--- src/rtl/parking_pkg.sv ---
// rtl/parking_pkg.sv - shared types and sensor codes for the parking lane controller
package parking_pkg;

  // Lane arbitration / grant states
  typedef enum logic [1:0] {
    ST_IDLE      = 2'd0,
    ST_GRANT_IN  = 2'd1,
    ST_GRANT_OUT = 2'd2
  } lane_state_e;

  // Side that most recently won arbitration; drives round-robin on a tie
  typedef enum logic {
    LG_IN  = 1'b0,
    LG_OUT = 1'b1
  } last_grant_e;

  // Passage decoder states; comment gives the sensor code {a,b} held in that state
  typedef enum logic [2:0] {
    P_IDLE = 3'd0,  // 00
    P_IN1  = 3'd1,  // 10
    P_IN2  = 3'd2,  // 11
    P_IN3  = 3'd3,  // 01
    P_OUT1 = 3'd4,  // 01
    P_OUT2 = 3'd5,  // 11
    P_OUT3 = 3'd6   // 10
  } passage_state_e;

  // Sensor pair codes {a, b}
  localparam logic [1:0] AB_NONE = 2'b00;
  localparam logic [1:0] AB_A    = 2'b10;
  localparam logic [1:0] AB_BOTH = 2'b11;
  localparam logic [1:0] AB_B    = 2'b01;

endpackage

--- src/rtl/car_passage_fsm.sv ---
// rtl/car_passage_fsm.sv - decodes the outer/inner beam sequence into enter/exit events
//   clk, reset      : clock, synchronous active-high reset
//   a, b            : outer / inner beam, 1 = blocked
//   enter_evt       : 1-cycle pulse on the final 00 of 00-10-11-01-00
//   exit_evt        : 1-cycle pulse on the final 00 of 00-01-11-10-00
module car_passage_fsm
  import parking_pkg::*;
(
  input  logic clk,
  input  logic reset,
  input  logic a,
  input  logic b,
  output logic enter_evt,
  output logic exit_evt
);

  passage_state_e state_q, state_d;
  logic [1:0]     ab;

  assign ab = {a, b};

  // Events are Mealy outputs so the top FSM acts on the same edge the final 00 is seen.
  // A backward step retraces the sequence; any other jump abandons it silently.
  always_comb begin
    state_d   = state_q;
    enter_evt = 1'b0;
    exit_evt  = 1'b0;
    case (state_q)
      P_IDLE: begin
        if (ab == AB_A)      state_d = P_IN1;
        else if (ab == AB_B) state_d = P_OUT1;
        else                 state_d = P_IDLE;
      end
      P_IN1: begin
        case (ab)
          AB_A:    state_d = P_IN1;
          AB_BOTH: state_d = P_IN2;
          default: state_d = P_IDLE;
        endcase
      end
      P_IN2: begin
        case (ab)
          AB_BOTH: state_d = P_IN2;
          AB_B:    state_d = P_IN3;
          AB_A:    state_d = P_IN1;
          default: state_d = P_IDLE;
        endcase
      end
      P_IN3: begin
        case (ab)
          AB_B:    state_d = P_IN3;
          AB_BOTH: state_d = P_IN2;
          AB_NONE: begin
            state_d   = P_IDLE;
            enter_evt = 1'b1;
          end
          default: state_d = P_IDLE;
        endcase
      end
      P_OUT1: begin
        case (ab)
          AB_B:    state_d = P_OUT1;
          AB_BOTH: state_d = P_OUT2;
          default: state_d = P_IDLE;
        endcase
      end
      P_OUT2: begin
        case (ab)
          AB_BOTH: state_d = P_OUT2;
          AB_A:    state_d = P_OUT3;
          AB_B:    state_d = P_OUT1;
          default: state_d = P_IDLE;
        endcase
      end
      P_OUT3: begin
        case (ab)
          AB_A:    state_d = P_OUT3;
          AB_BOTH: state_d = P_OUT2;
          AB_NONE: begin
            state_d  = P_IDLE;
            exit_evt = 1'b1;
          end
          default: state_d = P_IDLE;
        endcase
      end
      default: state_d = P_IDLE;
    endcase
  end

  always_ff @(posedge clk) begin
    if (reset) state_q <= P_IDLE;
    else       state_q <= state_d;
  end

endmodule

--- src/rtl/parking_lane_controller.sv ---
// rtl/parking_lane_controller.sv - shared-lane barrier arbiter with occupancy count
//   clk, reset            : clock, synchronous active-high reset
//   entry_req, exit_req   : level requests from the outside / inside posts
//   a, b                  : outer / inner beam sensors, 1 = blocked
//   gate_open             : barrier raised
//   grant_in, grant_out   : lane granted to an entering / exiting car
//   full                  : occupancy == CAPACITY
//   occupancy             : current car count
//   err                   : 1-cycle pulse on timeout, wrong-direction or unexpected passage
module parking_lane_controller
  import parking_pkg::*;
#(
  parameter int CAPACITY = 15,
  parameter int CNT_W    = 4,
  parameter int TIMEOUT  = 200
) (
  input  logic             clk,
  input  logic             reset,
  input  logic             entry_req,
  input  logic             exit_req,
  input  logic             a,
  input  logic             b,
  output logic             gate_open,
  output logic             grant_in,
  output logic             grant_out,
  output logic             full,
  output logic [CNT_W-1:0] occupancy,
  output logic             err
);

  localparam int               TMR_W    = (TIMEOUT > 2) ? $clog2(TIMEOUT) : 1;
  localparam logic [CNT_W-1:0] CAP_C    = CNT_W'(CAPACITY);
  localparam logic [TMR_W-1:0] TMR_LAST = TMR_W'(TIMEOUT - 1);

  lane_state_e      state_q, state_d;
  last_grant_e      last_q, last_d;
  logic [CNT_W-1:0] occ_q, occ_d;
  logic [TMR_W-1:0] timer_q, timer_d;
  logic             gate_open_q, gate_open_d;
  logic             grant_in_q, grant_in_d;
  logic             grant_out_q, grant_out_d;
  logic             err_q, err_d;
  logic             enter_evt, exit_evt;
  logic             entry_elig, exit_elig;

  car_passage_fsm u_passage (
    .clk       (clk),
    .reset     (reset),
    .a         (a),
    .b         (b),
    .enter_evt (enter_evt),
    .exit_evt  (exit_evt)
  );

  assign full       = (occ_q == CAP_C);
  assign entry_elig = entry_req & ~full;
  assign exit_elig  = exit_req & (occ_q != '0);

  always_comb begin
    state_d = state_q;
    last_d  = last_q;
    occ_d   = occ_q;
    timer_d = timer_q;
    err_d   = 1'b0;
    case (state_q)
      ST_GRANT_IN: begin
        timer_d = timer_q + 1'b1;
        if (enter_evt) begin
          state_d = ST_IDLE;
          timer_d = '0;
          // Unreachable while entry is gated by full; kept so the count can never wrap
          if (occ_q == CAP_C) err_d = 1'b1;
          else                occ_d = occ_q + 1'b1;
        end else if (exit_evt || timer_q == TMR_LAST) begin
          state_d = ST_IDLE;
          timer_d = '0;
          err_d   = 1'b1;
        end
      end
      ST_GRANT_OUT: begin
        timer_d = timer_q + 1'b1;
        if (exit_evt) begin
          state_d = ST_IDLE;
          timer_d = '0;
          if (occ_q == '0) err_d = 1'b1;
          else             occ_d = occ_q - 1'b1;
        end else if (enter_evt || timer_q == TMR_LAST) begin
          state_d = ST_IDLE;
          timer_d = '0;
          err_d   = 1'b1;
        end
      end
      default: begin
        timer_d = '0;
        // A passage nobody was granted is flagged but never counted
        if (enter_evt || exit_evt) err_d = 1'b1;
        // Tie goes to the side that did not win last; full removes entry from the tie
        if (entry_elig && (!exit_elig || last_q == LG_OUT)) begin
          state_d = ST_GRANT_IN;
          last_d  = LG_IN;
        end else if (exit_elig) begin
          state_d = ST_GRANT_OUT;
          last_d  = LG_OUT;
        end else begin
          state_d = ST_IDLE;
        end
      end
    endcase
    gate_open_d = (state_d != ST_IDLE);
    grant_in_d  = (state_d == ST_GRANT_IN);
    grant_out_d = (state_d == ST_GRANT_OUT);
  end

  always_ff @(posedge clk) begin
    if (reset) begin
      state_q     <= ST_IDLE;
      last_q      <= LG_OUT;
      occ_q       <= '0;
      timer_q     <= '0;
      gate_open_q <= 1'b0;
      grant_in_q  <= 1'b0;
      grant_out_q <= 1'b0;
      err_q       <= 1'b0;
    end else begin
      state_q     <= state_d;
      last_q      <= last_d;
      occ_q       <= occ_d;
      timer_q     <= timer_d;
      gate_open_q <= gate_open_d;
      grant_in_q  <= grant_in_d;
      grant_out_q <= grant_out_d;
      err_q       <= err_d;
    end
  end

  assign gate_open = gate_open_q;
  assign grant_in  = grant_in_q;
  assign grant_out = grant_out_q;
  assign occupancy = occ_q;
  assign err       = err_q;

endmodule

--- config.mk ---
export PLATFORM = sky130hd
export DESIGN_NAME = parking_lane_controller
export DESIGN_NICKNAME = d
export VERILOG_FILES = /design/src/rtl/parking_pkg.sv /design/src/rtl/car_passage_fsm.sv /design/src/rtl/parking_lane_controller.sv
export SDC_FILE = /design/constraint.sdc
export NUM_CORES = 1
export LEC_CHECK = 0
export CORE_AREA = 5 5 53 55
export CTS_BUF_LIST = sky130_fd_sc_hd__clkbuf_8
export CTS_CLUSTER_DIAMETER = 200
export DETAILED_ROUTE_END_ITERATION = 16
export DIE_AREA = 0 0 58 60
export PLACE_DENSITY_LB_ADDON = 0.05
export SKIP_CTS_REPAIR_TIMING = 1
export SLEW_MARGIN = 20
export SYNTH_ARGS = -nofsm -noshare
export SYNTH_HDL_FRONTEND = slang
export SYNTH_SLANG_ARGS = --single-unit
--- constraint.sdc ---
create_clock -name clk -period 2.2 [get_ports clk]
set_input_delay 0.44 -clock clk [delete_from_list [all_inputs] [get_ports clk]]
set_output_delay 0.44 -clock clk [all_outputs]
set_load 0.005 [all_outputs]
==> results of run 1 <==
[metrics by stage]
stage	hold slack [ns]	util (%)	setup slack [ns]
after global routing	0.479	63.3	0.0757
after floorplan	0.413	-	0.388
final	0.448	63.3	0.204
after global placement	0.427	61.5	0.0507
after CTS	0.455	63.3	0.199
after detailed placement	0.444	61.5	-0.0511
[per-layer routing]
metal  part of all wire, %  GRT usage, %  up-vias
met4                   1.8          6.95        0
met5                     0             0        -
met2                    49          26.3       21
li1                      -             -      509
met1                    45          17.2      465
met3                   3.9          2.38        6
[Yosys cell counts, types with 2 or more instances]
cell type / count
dfxtp_1: 22
xnor2_1: 5
o21ai_0: 3
and3_1: 2
nand2b_1: 8
nor4_1: 3
nand4_1: 2
a21o_1: 2
nand2_1: 4
a21oi_1: 9
ha_1: 13
inv_1: 10
xor2_1: 4
nand3_1: 5
nor2_1: 16
o22ai_1: 2
o31ai_2: 2
[state kept, by name (all words and copies together), names as in the netlist]
signal             count
u_passage.state_q      3
grant_in               1
grant_out              1
state_q                2
occupancy              4
timer_q                8
err                    1
gate_open              1
last_q                 1
[cell families after synthesis]
family                     after synthesis  synth area share (%)
and+or+nand+nor                         47                  20.1
AOI/OAI and AO/OA                       26                  14.6
DFF                                     22                  35.8
buffers and inverters                   14                  5.28
adders and majority gates               14                  14.8
xor gates and xnor gates                 9                  6.40
muxes                                    2                  2.95
[worst paths after layout]
kind	from	to	slack, ns	cells after the start
hold / removal	timer_q[0]	timer_q[0]	0.45	1
setup / recovery	state_q[0]	occupancy[3]	0.20	8
setup reg to reg	state_q[0]	occupancy[3]	0.20	8
hold reg to reg	timer_q[0]	timer_q[0]	0.45	1
[power breakdown]
| part | switching, mW | leakage (nW) | internal (mW) | total, mW |
|---|---|---|---|---|
| Clock | 0.120 | 0.0216 | 0.122 | 0.242 |
| Combinational | 0.0709 | 0.391 | 0.0815 | 0.152 |
| Sequential | 0.0192 | 0.179 | 0.416 | 0.435 |
| Total | 0.211 | 0.591 | 0.620 | 0.830 |
[final cells by class]
| cell class | instances | share of cell area, % |
|---|---|---|
| sequential | 22 | 29.7 |
| tap | 30 | 2.53 |
| multi-input combinational | 98 | 48.9 |
| timing repair buffer | 22 | 13.5 |
| clock buffer | 3 | 2.78 |
| inverter | 10 | 2.53 |
==> impl_metrics.env, run 1 <==
export IMPL_cts_tree="built"
export IMPL_cp_end_kind="flip-flop"
export IMPL_clk_latency_ns=0.26
export IMPL_crit_slowest_cell="dfxtp_1"
export IMPL_setup_viol=0
export IMPL_die_area_um2=3480
export IMPL_worst_path_max_fanout=5
export IMPL_maxSlewHeadroom_pct=64.3
export IMPL_power_mw=0.830
export IMPL_grt_pass1_wl_um=3990
export IMPL_drt_pass1_iter_count=4
export IMPL_seq_area_frac_synth_pct=35.8
export IMPL_ys_ff_latch=22
export IMPL_routabilityCongestion=0.802
export IMPL_async_flop_share_pct=0
export IMPL_synth_edff_count=0
export IMPL_core_area_um2=2340
export IMPL_cts_root_buffer="clkbuf_8"
export IMPL_cap_viol_max_count=0
export IMPL_grt_use_total_pct=14.8
export IMPL_placementRows=18
export IMPL_syn_area_um2=1230
export IMPL_drc=0
export IMPL_tns_ns=0
export IMPL_die_w_um=58
export IMPL_start_util_pct=52.6
export IMPL_area_growth_pct=20.4
export IMPL_final_cell_area_um2=1480
export IMPL_max_slew_worst_pin_slew_ns=0.531
export IMPL_layout_common_cells="dfxtp_1, nor2_1, clkdlybuf4s50_1, ha_1, inv_1"
export IMPL_grt_pass1_vias=947
export IMPL_critPathKind="flip-flop to flip-flop"
export IMPL_synth_cells=134
export IMPL_cp_cell_sequence="inv_1 > ha_1 > ha_1 > a21o_1 > a21oi_1 > xnor2_1 > or3_1 > a21oi_1"
export IMPL_ant_nets=0
export IMPL_hold_violations=0
export IMPL_hp_class="flip-flop to flip-flop"
export IMPL_synth_warnings=0
export IMPL_synth_top_cell_area_share_pct=35.8
export IMPL_cts_buffers=3
export IMPL_slowest_delay_ns=0.40
export IMPL_overflow=0
export IMPL_vias_per_cell=5.41
export IMPL_fillers=225
export IMPL_final_common_cell="dfxtp_1"
export IMPL_irDropWorstVdd_uv=317
export IMPL_path_buf_inv=1
export IMPL_htree_num_levels=1
export IMPL_hpwl_um=1810
export IMPL_rsz0062_at_grt="no"
export IMPL_slew_viol_final=0
export IMPL_synth_nets=154
export IMPL_ys_types=39
export IMPL_cts_sinks=22
export IMPL_post_place_cells=182
export IMPL_antenna_found_initial=0
export IMPL_min_period_ns=2.00
export IMPL_worstPathArrival_ns=2.19
export IMPL_final_period_utilization_pct=90.7
export IMPL_cp_top_family="adder cells"
export IMPL_nNetsFinal=177
export IMPL_port_buffers=14
export IMPL_drt_iter0_drc=30
export IMPL_skew_ns=0.00155
export IMPL_outcome="completed"
export IMPL_worstPathRequired_ns=2.39
export IMPL_die_h_um=60
export IMPL_drt_wl_total_um=2310
export IMPL_regArea_um2=440
export IMPL_startpoint_type="flip-flop"
export IMPL_vias=1001
export IMPL_grt_max_degree=12
export IMPL_p_leak_nw=0.591
export IMPL_multi_input_area_um2=726
export IMPL_syn_avg_cell_area_um2=9.19
export IMPL_layout_cells_non_filler=185
export IMPL_synthTopCellsByArea="dfxtp_1, ha_1, nor2_1, nand2b_1, a21oi_1"
export IMPL_synth_largest_area_cell="dfxtp_1"
export IMPL_drive_above_1_share_pct=11.0
export IMPL_clock_path_buffers=2
export IMPL_diodes=0
export IMPL_fmaxAchievable_mhz=501
export IMPL_clkTransAtPathRegs_ns=0.07
export IMPL_powerDensity_nw_per_um2=560
export IMPL_yosys_most_used_dff="dfxtp_1"
export IMPL_wire_per_inst_um=12.5
export IMPL_place_area_um2=1440
export IMPL_io_pins=15
(Power assumes the default switching activity.)
==> run 2, diff against run 1 <==
Settings changed: REMOVE_ABC_BUFFERS set to 1.
==> run 2 against run 1 <==
Effect of this change: first-iteration DRC count up 50%; critical path depth down 5; sequential share of layout area up 0.15 points; count of clock-buffer cells in the layout unchanged; highest routed layer unchanged; clock power down 3%; utilization down 0.32 points; final area down 0.51%.
==> impl_metrics.env, run 2 (synthesis results as in run 1) <==
export IMPL_grt_pass1_vias=969
export IMPL_rsz0062_at_grt="no"
export IMPL_startpoint_type="flip-flop"
export IMPL_drt_pass1_iter_count=4
export IMPL_p_int_mw=0.617
export IMPL_clkTransAtPathRegs_ns=0.07
export IMPL_worstPathArrival_ns=1.54
export IMPL_p_comb_share_pct=18.3
export IMPL_diodes=0
export IMPL_r2r_setup_slack_ns=0.22
export IMPL_final_common_cell="dfxtp_1"
export IMPL_layout_cells_non_filler=184
export IMPL_clk_latency_ns=0.25
export IMPL_largest_register_ff_count=8
export IMPL_fmaxAchievable_mhz=504
export IMPL_slew_viol_final=0
export IMPL_critPathKind="flip-flop to output pin"
export IMPL_hold_violations=0
export IMPL_grt_max_degree=12
export IMPL_cts_sinks=22
export IMPL_drive_above_1_share_pct=10.4
export IMPL_htree_num_levels=1
export IMPL_vias_per_cell=5.38
export IMPL_clock_path_buffers=2
export IMPL_cts_root_buffer="clkbuf_8"
export IMPL_die_h_um=60
export IMPL_seq_power_share_pct=53.0
export IMPL_skew_ns=0.00382
export IMPL_multi_input_area_um2=726
export IMPL_start_util_pct=52.6
export IMPL_setup_viol=0
export IMPL_worstPathRequired_ns=1.76
export IMPL_placementRows=18
export IMPL_worst_path_max_fanout=6
export IMPL_antenna_found_initial=0
export IMPL_ant_nets=0
export IMPL_outcome="completed"
export IMPL_wire_per_inst_um=12.6
export IMPL_switchingPower_mw=0.204
export IMPL_post_route_util_pct=63.0
export IMPL_hold_depth=1
export IMPL_clkPwrFrac_pct=28.7
export IMPL_max_slew_worst_pin_slew_ns=0.570
export IMPL_post_place_cells=181
export IMPL_routabilityCongestion=0.796
export IMPL_irDropWorstVdd_uv=315
export IMPL_grt_use_total_pct=14.8
export IMPL_cp_end_kind="output pin"
export IMPL_die_area_um2=3480
export IMPL_drt_iter0_drc=45
export IMPL_hpwl_um=1860
export IMPL_vias=990
export IMPL_overflow=0
export IMPL_p_leak_nw=0.587
export IMPL_p_sw_share_pct=24.9
export IMPL_layout_common_cells="dfxtp_1, nor2_1, clkdlybuf4s50_1, ha_1, inv_1"
export IMPL_drt_wl_total_um=2320
export IMPL_nNetsFinal=176
export IMPL_die_w_um=58
export IMPL_area_growth_pct=19.8
export IMPL_io_pins=15
export IMPL_core_area_um2=2340
export IMPL_final_period_utilization_pct=90.1
export IMPL_port_buffers=14
export IMPL_fillers=209
export IMPL_cts_tree="built"
export IMPL_grt_pass1_wl_um=4000
export IMPL_tns_ns=0
export IMPL_cap_viol_max_count=0
export IMPL_top_register="timer_q"
export IMPL_ff2ff_path_depth=8
export IMPL_regArea_um2=440
export IMPL_drc=0
export IMPL_maxSlewHeadroom_pct=61.7
export IMPL_powerDensity_nw_per_um2=557
export IMPL_hp_class="flip-flop to flip-flop"
export IMPL_cts_buffers=3
export IMPL_min_period_ns=1.98
## run 2: cell count changes in the layout (fill, tap and decap cells not counted), sizes merged
cell and change:
buf -1
## run 2: power groups by stage
stage          logic, mW  clock network [mW]  registers [mW]
2_1_floorplan     0.0864                   0           0.442
3_3_place_gp       0.147                   0           0.444
3_5_place_dp       0.152                   0           0.445
4_1_cts            0.152               0.247           0.435
5_1_grt            0.167               0.260           0.440
6_report           0.150               0.235           0.436
## run 2: metrics by stage
| stage | hold slack, ns | instance area [um2] | power, mW | setup slack, ns |
|---|---|---|---|---|
| 2_1_floorplan | 0.413 | 1200 | 0.528 | 0.389 |
| 3_3_place_gp | 0.425 | 1430 | 0.591 | 0.0331 |
| 3_5_place_dp | 0.433 | 1430 | 0.596 | 0.0356 |
| 4_1_cts | 0.445 | 1480 | 0.834 | 0.198 |
| 5_1_grt | 0.471 | 1480 | 0.866 | 0.0482 |
| 6_report | 0.441 | 1480 | 0.822 | 0.217 |
## run 2: final cells by class
cell class,count,share of cell area [%]
clock buffer,3,2.80
tap,30,2.54
sequential,22,29.9
inverter,10,2.54
timing repair buffer,21,13.1
multi-input combinational,98,49.2
## run 2: final timing paths
check | start | end
max reg2reg | state_q[0] | occupancy[3]
max | occupancy[1] | full
min reg2reg | timer_q[0] | timer_q[0]
min | timer_q[0] | timer_q[0]
## run 2: worst max-delay path, cell delays in order, from the launching register on
cell,delay [ns]
dfxtp_1,0.42
nand4_1,0.21
inv_1,0.15
clkdlybuf4s50_1,0.51
## run 2: metal layers
metal	GRT usage (%)	wire (um)
met1	17.5	1050
met2	26.8	1170
met3	2.59	74
met4	4.97	21
met5	0	0
